$ cat config.mk
export PLATFORM = sky130hd
export DESIGN_NAME = host_frame_receiver
export DESIGN_NICKNAME = d
export VERILOG_FILES = /design/src/rtl/host_frame_pkg.sv /design/src/rtl/frame_timeout_counter.sv /design/src/rtl/host_frame_receiver.sv
export SDC_FILE = /design/constraint.sdc
export NUM_CORES = 1
export LEC_CHECK = 0
export ABC_AREA = 0
export ABC_CLOCK_PERIOD_IN_PS = 3400
export BUFFER_PORTS_ARGS = -buffer_cell sky130_fd_sc_hd__buf_2
export CELL_PAD_IN_SITES_DETAIL_PLACEMENT = 2
export CELL_PAD_IN_SITES_GLOBAL_PLACEMENT = 2
export CORE_MARGIN = 5
export CORE_UTILIZATION = 30
export CTS_CLUSTER_SIZE = 40
export DETAILED_ROUTE_END_ITERATION = 8
export PLACE_DENSITY = 0.68
export SLEW_MARGIN = 0
export SYNTH_ARGS = -nofsm -noshare
export SYNTH_HDL_FRONTEND = slang
export SYNTH_SLANG_ARGS = --single-unit
export TNS_END_PERCENT = 30
$ cat constraint.sdc
create_clock -name masterClock -period 3.4 [get_ports masterClock]
set_clock_uncertainty 0.15 [all_clocks]
set_input_delay 0.68 -clock masterClock [delete_from_list [all_inputs] [get_ports masterClock]]
set_output_delay 0.68 -clock masterClock [all_outputs]
set_load 0.005 [all_outputs]
$ cat src/rtl/host_frame_pkg.sv
// rtl/host_frame_pkg.sv - shared constants, FSM encoding and checksum helper for host_frame_receiver
// Optional feature macro: HOST_FRAME_CHECKSUM_EN
package host_frame_pkg;

  localparam int         FRAME_DATA_BYTES  = 4;
  localparam int         IDX_W             = $clog2(FRAME_DATA_BYTES);
  localparam int         TIMEOUT_W         = 32;
  localparam logic [7:0] DEFAULT_SYNC_BYTE = 8'hA5;

  typedef enum logic [2:0] {
    ST_IDLE    = 3'd0,
    ST_CTRL    = 3'd1,
    ST_DATA    = 3'd2,
`ifdef HOST_FRAME_CHECKSUM_EN
    ST_CHK     = 3'd3,
`endif
    ST_HOLD    = 3'd4,
    ST_RELEASE = 3'd5
  } state_e;

`ifdef HOST_FRAME_CHECKSUM_EN
  function automatic logic [7:0] frame_checksum(input logic [7:0] ctrl, input logic [31:0] data);
    return ctrl ^ data[31:24] ^ data[23:16] ^ data[15:8] ^ data[7:0];
  endfunction
`endif

endpackage

$ cat src/rtl/frame_timeout_counter.sv
// rtl/frame_timeout_counter.sv - idle-cycle counter that flags expiry at limit-1
// Holds at the expiry value until cleared.
module frame_timeout_counter
  import host_frame_pkg::*;
(
  input  logic                 clk,
  input  logic                 reset,
  input  logic                 clear,
  input  logic                 enable,
  input  logic [TIMEOUT_W-1:0] limit,
  output logic                 expired
);

  logic [TIMEOUT_W-1:0] count_q, count_d;

  assign expired = enable && (count_q == limit - TIMEOUT_W'(1));

  always_comb begin
    count_d = count_q;
    if (clear) begin
      count_d = '0;
    end else if (enable && !expired) begin
      count_d = count_q + TIMEOUT_W'(1);
    end
  end

  always_ff @(posedge clk) begin
    if (reset) begin
      count_q <= '0;
    end else begin
      count_q <= count_d;
    end
  end

endmodule

$ cat src/rtl/host_frame_receiver.sv
// rtl/host_frame_receiver.sv - byte-stream frame receiver with hold/acknowledge handshake
// Optional feature macro: HOST_FRAME_CHECKSUM_EN (adds CHK state and trailing XOR checksum byte)
module host_frame_receiver
  import host_frame_pkg::*;
#(
  parameter logic [7:0] SYNC_BYTE      = DEFAULT_SYNC_BYTE,
  parameter int         TIMEOUT_CYCLES = 100000
) (
  input  logic        masterClock,
  input  logic        reset,
  input  logic        rxValid,
  input  logic [7:0]  rxByte,
  input  logic        clearDR,
  output logic        dataReceived,
  output logic [7:0]  control,
  output logic [31:0] inputData,
  output logic        frameError,
  output logic        overrun
);

`ifdef HOST_FRAME_CHECKSUM_EN
  localparam int SH_W = 32;
`else
  // The last data byte goes straight to the output, so only three are shadowed.
  localparam int SH_W = 24;
`endif

  state_e            state_q, state_d;
  logic [7:0]        ctrl_sh_q, ctrl_sh_d;
  logic [SH_W-1:0]   data_sh_q, data_sh_d;
  logic [IDX_W-1:0]  idx_q, idx_d;
  logic [7:0]        control_q, control_d;
  logic [31:0]       input_data_q, input_data_d;
  logic              data_received_q, data_received_d;
  logic              frame_error_q, frame_error_d;
  logic              overrun_q, overrun_d;
  logic              in_frame, expired, timeout, last_idx, commit, chk_ok;
  logic [31:0]       commit_data;

  assign in_frame = (state_q == ST_CTRL) || (state_q == ST_DATA)
`ifdef HOST_FRAME_CHECKSUM_EN
                 || (state_q == ST_CHK)
`endif
                 ;
  assign timeout  = expired && !rxValid;
  assign last_idx = (idx_q == IDX_W'(FRAME_DATA_BYTES - 1));
`ifdef HOST_FRAME_CHECKSUM_EN
  assign chk_ok   = (rxByte == frame_checksum(ctrl_sh_q, data_sh_q));
`else
  assign chk_ok   = 1'b0;
`endif

  frame_timeout_counter u_timeout (
    .clk     (masterClock),
    .reset   (reset),
    .clear   (!in_frame || rxValid),
    .enable  (in_frame),
    .limit   (TIMEOUT_W'(TIMEOUT_CYCLES)),
    .expired (expired)
  );

  always_ff @(posedge masterClock) begin
    if (reset) state_q <= ST_IDLE;
    else       state_q <= state_d;
  end

  always_comb begin
    state_d = state_q;
    case (state_q)
      ST_IDLE:    if (rxValid && rxByte == SYNC_BYTE) state_d = ST_CTRL;
      ST_CTRL:    if (rxValid) state_d = ST_DATA; else if (timeout) state_d = ST_IDLE;
      ST_DATA: begin
        if (rxValid && last_idx) begin
`ifdef HOST_FRAME_CHECKSUM_EN
          state_d = ST_CHK;
`else
          state_d = ST_HOLD;
`endif
        end else if (timeout) begin
          state_d = ST_IDLE;
        end
      end
`ifdef HOST_FRAME_CHECKSUM_EN
      ST_CHK:     if (rxValid) state_d = chk_ok ? ST_HOLD : ST_IDLE; else if (timeout) state_d = ST_IDLE;
`endif
      ST_HOLD:    if (clearDR) state_d = ST_RELEASE;
      ST_RELEASE: if (!clearDR) state_d = ST_IDLE;
      default:    state_d = ST_IDLE;
    endcase
  end

  always_comb begin
    ctrl_sh_d       = ctrl_sh_q;
    data_sh_d       = data_sh_q;
    idx_d           = idx_q;
    control_d       = control_q;
    input_data_d    = input_data_q;
    data_received_d = data_received_q;
    frame_error_d   = 1'b0;
    overrun_d       = 1'b0;
    commit          = 1'b0;
    commit_data     = 32'h0;
    case (state_q)
      ST_CTRL: if (rxValid) begin
        ctrl_sh_d = rxByte;
        idx_d     = '0;
      end
      ST_DATA: if (rxValid) begin
        data_sh_d = {data_sh_q[SH_W-9:0], rxByte};
        idx_d     = idx_q + IDX_W'(1);
`ifndef HOST_FRAME_CHECKSUM_EN
        commit      = last_idx;
        commit_data = {data_sh_q, rxByte};
`endif
      end
`ifdef HOST_FRAME_CHECKSUM_EN
      ST_CHK: if (rxValid) begin
        commit        = chk_ok;
        commit_data   = data_sh_q;
        frame_error_d = !chk_ok;
      end
`endif
      ST_HOLD: begin
        overrun_d = rxValid;
        if (clearDR) data_received_d = 1'b0;
      end
      ST_RELEASE: overrun_d = rxValid;
      default: ;
    endcase
    if (in_frame && timeout) frame_error_d = 1'b1;
    if (commit) begin
      control_d       = ctrl_sh_q;
      input_data_d    = commit_data;
      data_received_d = 1'b1;
    end
    if (commit || state_d == ST_IDLE) begin
      ctrl_sh_d = '0;
      data_sh_d = '0;
      idx_d     = '0;
    end
  end

  always_ff @(posedge masterClock) begin
    if (reset) begin
      ctrl_sh_q       <= '0;
      data_sh_q       <= '0;
      idx_q           <= '0;
      control_q       <= '0;
      input_data_q    <= '0;
      data_received_q <= 1'b0;
      frame_error_q   <= 1'b0;
      overrun_q       <= 1'b0;
    end else begin
      ctrl_sh_q       <= ctrl_sh_d;
      data_sh_q       <= data_sh_d;
      idx_q           <= idx_d;
      control_q       <= control_d;
      input_data_q    <= input_data_d;
      data_received_q <= data_received_d;
      frame_error_q   <= frame_error_d;
      overrun_q       <= overrun_d;
    end
  end

  assign dataReceived = data_received_q;
  assign control      = control_q;
  assign inputData    = input_data_q;
  assign frameError   = frame_error_q;
  assign overrun      = overrun_q;

endmodule

==> impl_metrics.env <==
export IMPL_design_core_area_um2=15900
export IMPL_min_period_over_period=0.776
export IMPL_place_gp_congestion=0.775
export IMPL_post_cts_setup_buffers=0
export IMPL_finalSetupTns_ps=0
export IMPL_swShare=0.237
export IMPL_area_delta_synth_final_pct=15.1
export IMPL_syn_nets=579
export IMPL_path_depth=6
export IMPL_dpl_cell_area_um2=5300
export IMPL_synthTopCellsByArea="dfxtp_1, a21oi_1, nand2_1"
export IMPL_antenna_found_initial=0
export IMPL_synthSimpleGateAreaFrac=0.255
export IMPL_path_max_fanout=8
export IMPL_yosysMostFrequentCell="dfxtp_1"
export IMPL_vias=4360
export IMPL_grt_ovfl_total=0
export IMPL_timing_rr_end="u_timeout.count_q[30]"
export IMPL_setup_violations_final=0
export IMPL_ys_ff_latch=112
export IMPL_via_per_inst=5.31
export IMPL_drc=0
export IMPL_drt_pass1_iter_count=4
export IMPL_seq_area_frac_synth=0.459
export IMPL_hold_violations=0
export IMPL_startpoint="u_timeout.count_q[0]"
export IMPL_critPathMaxStageDelay_ps=520
export IMPL_ir_drop_mv=0.241
export IMPL_portBuffers=54
export IMPL_num_antenna_cells=0
export IMPL_tightest_slew_ps=803
export IMPL_final_layout_size_suffix_gt1_frac=0.182
export IMPL_crit_top_cell="nand4_1"
export IMPL_die_area_um2=19000
export IMPL_first_global_vias=4653
export IMPL_worstPathCellList="ha_1, nand4_1, nor4b_2, nand4_1, or4_1, a21oi_1"
export IMPL_p_clk_frac=0.465
export IMPL_hold_path_class="reg -> reg"
export IMPL_r2r_slack_ps=760
export IMPL_grt_max_degree=74
export IMPL_synth_cells=565
export IMPL_clkLatencyLatePin_ps=360
export IMPL_synth_distinct_cells=56
export IMPL_synth_common_cells="dfxtp_1, nand2_1, a21oi_1"
export IMPL_leakage_nw=1.98
export IMPL_first_iter_violations=153
export IMPL_crit_buf_inv=0
export IMPL_cts_tree="done"
export IMPL_r2r_start="u_timeout.count_q[0]"
export IMPL_combPwrFrac=0.015
export IMPL_synth_top_family_by_area="simple AND/OR/NAND/NOR gates"
export IMPL_finalCriticalPeriod_ps=2640
export IMPL_htreeDepth=3
export IMPL_crit_path_top_delay_cell="or4_1"
export IMPL_rows=46
export IMPL_p_sw_mw=0.597
export IMPL_synth_xor_xnor_area_share=0.0143
export IMPL_synth_fa_ha_area_frac=0.00512
export IMPL_instances_no_fill=821
export IMPL_synth_area_leader_cell="dfxtp_1"
export IMPL_maxSlewHeadroom=0.465
export IMPL_total_power_mw=2.52
export IMPL_dp_hpwl_mm=10.2
export IMPL_worstPathRequired_ps=3550
export IMPL_cts_resized=0
export IMPL_final_area_um2=5630
export IMPL_post_synth_instance_area_um2=4890
export IMPL_muxShareOfSynthArea=0.0225
export IMPL_antenna_left=0
export IMPL_synthArstFlopShare=0
export IMPL_worst_setup_path_type="reg -> reg"
export IMPL_fmax_mhz=379
export IMPL_ctsHoldBuffers=0
export IMPL_wirelength_mm=14.9
export IMPL_path_clk_slew_ps=80
export IMPL_maxCapViolCount=0
export IMPL_clock_sinks=112
export IMPL_internal_power_mw=1.92
export IMPL_avgSynthCellArea_um2=8.65
export IMPL_grt_pass1_wl_mm=24.6
export IMPL_slew_violations=0
export IMPL_initial_core_util=0.307
export IMPL_fp_dieH_um=138
export IMPL_outcome="finished, final reports clean"
export IMPL_clockBufferDepth=2
export IMPL_critPathLaunchType="register"
export IMPL_ys_warn_count=0
export IMPL_final_util=0.353
export IMPL_synth_top_area_frac=0.459
export IMPL_synth_ff_type="dfxtp_1"
export IMPL_power_density_nw_per_um2=448
export IMPL_grt_usage=0.163
export IMPL_rr_worst_depth=6
export IMPL_wl_per_cell_um=18.2
export IMPL_crit_end="u_timeout.count_q[30]"
export IMPL_die_x_um=138
export IMPL_pwr_share_seq=0.520
export IMPL_synth_compound_area_frac=0.191
export IMPL_boundaryPins=55
export IMPL_numCtsBuffers=9
export IMPL_cp_arrival_ps=2790
export IMPL_end_kind="register"
export IMPL_crit_family="simple AND/OR/NAND/NOR gates"
export IMPL_rsz0062_at_grt="no"
export IMPL_dp_cells=805
export IMPL_root_buffer="clkbuf_16"
export IMPL_final_nets=614
export IMPL_synth_edff_count=0
-- layout by cell type, fill, tap and decap left out, types with 3 or more instances in the layout --
cell         n
a211oi_1    33
a21oi_1     84
a31o_2       3
and2_1       3
and3_1      19
and3_2       6
buf_2       54
buf_4       12
clkbuf_16    9
dfxtp_1    112
inv_1        5
inv_8        3
mux2i_1     11
nand2_1    111
nand2b_1     3
nand3_1     11
nand4_1     13
nor2_1      18
nor3_1       6
nor4_1       4
o211ai_1     3
o21ai_0      8
o31ai_1      8
or3_1        5
or4_1       13
xnor2_1      3
xor2_1       5
-- sequential cells by signal (all words and copies together), names as in the netlist --
register	count
idx_q	2
frameError	1
dataReceived	1
u_timeout.count_q	32
overrun	1
ctrl_sh_q	8
control	8
state_q	3
data_sh_q	24
inputData	32
-- kinds of logic after synthesis --
logic type / after synthesis
and+or+nand+nor: 236
AOI/OAI and AO/OA: 149
DFF: 112
buffers and inverters: 47
muxes: 11
xor gates and xnor gates: 8
adders and majority gates: 2
-- how the worst min path moves through the flow --
stage,from,end,slack [ps],cells after the start
3_5_place_dp,inputData[23],inputData[23],290,2
3_3_place_gp,inputData[2],inputData[2],290,2
2_1_floorplan,ctrl_sh_q[0],control[0],280,2
6_report,inputData[23],inputData[23],310,2
4_1_cts,inputData[23],inputData[23],310,2
5_1_grt,inputData[19],inputData[19],330,2
-- layer usage --
metal  global-route usage  up-vias  wire length [um]
li1                     -     2106                 -
met1                0.219     2193              7190
met2                0.271       49              7200
met3               0.0237       12               349
met4               0.0504        0               193
met5                    0        -                 0
-- worst min-delay path, cell delays in order, from the launching register on --
cell and delay [ps]:
dfxtp_1 310, nand2_1 50, a21oi_1 50
-- metrics by stage --
| step | hold WS, ps | setup slack [ps] |
|---|---|---|
| 2_1_floorplan | 281 | 1110 |
| 3_3_place_gp | 292 | 750 |
| 3_5_place_dp | 295 | 728 |
| 4_1_cts | 307 | 733 |
| 5_1_grt | 330 | 529 |
| 6_report | 306 | 762 |
-- area by class of cell --
cell class              instances  area [um2]
clock inverters                 7         105
fillers                      1856       10300
multi-input cells             406        2400
clock buffers                   9         225
well taps                     216         270
inverters                       5        18.8
repair buffers                 66         360
flip-flops and latches        112        2240
-- power by group through the flow --
stage / logic (mW) / clock network, mW / registers [mW]
after detailed placement: 0.0387 / 0 / 1.34
after floorplan: 0.0220 / 0 / 1.34
after global placement: 0.0383 / 0 / 1.34
after global routing: 0.0414 / 1.26 / 1.31
final: 0.0381 / 1.17 / 1.31
after CTS: 0.0387 / 1.22 / 1.31
Power figures use the tool's default switching activity.
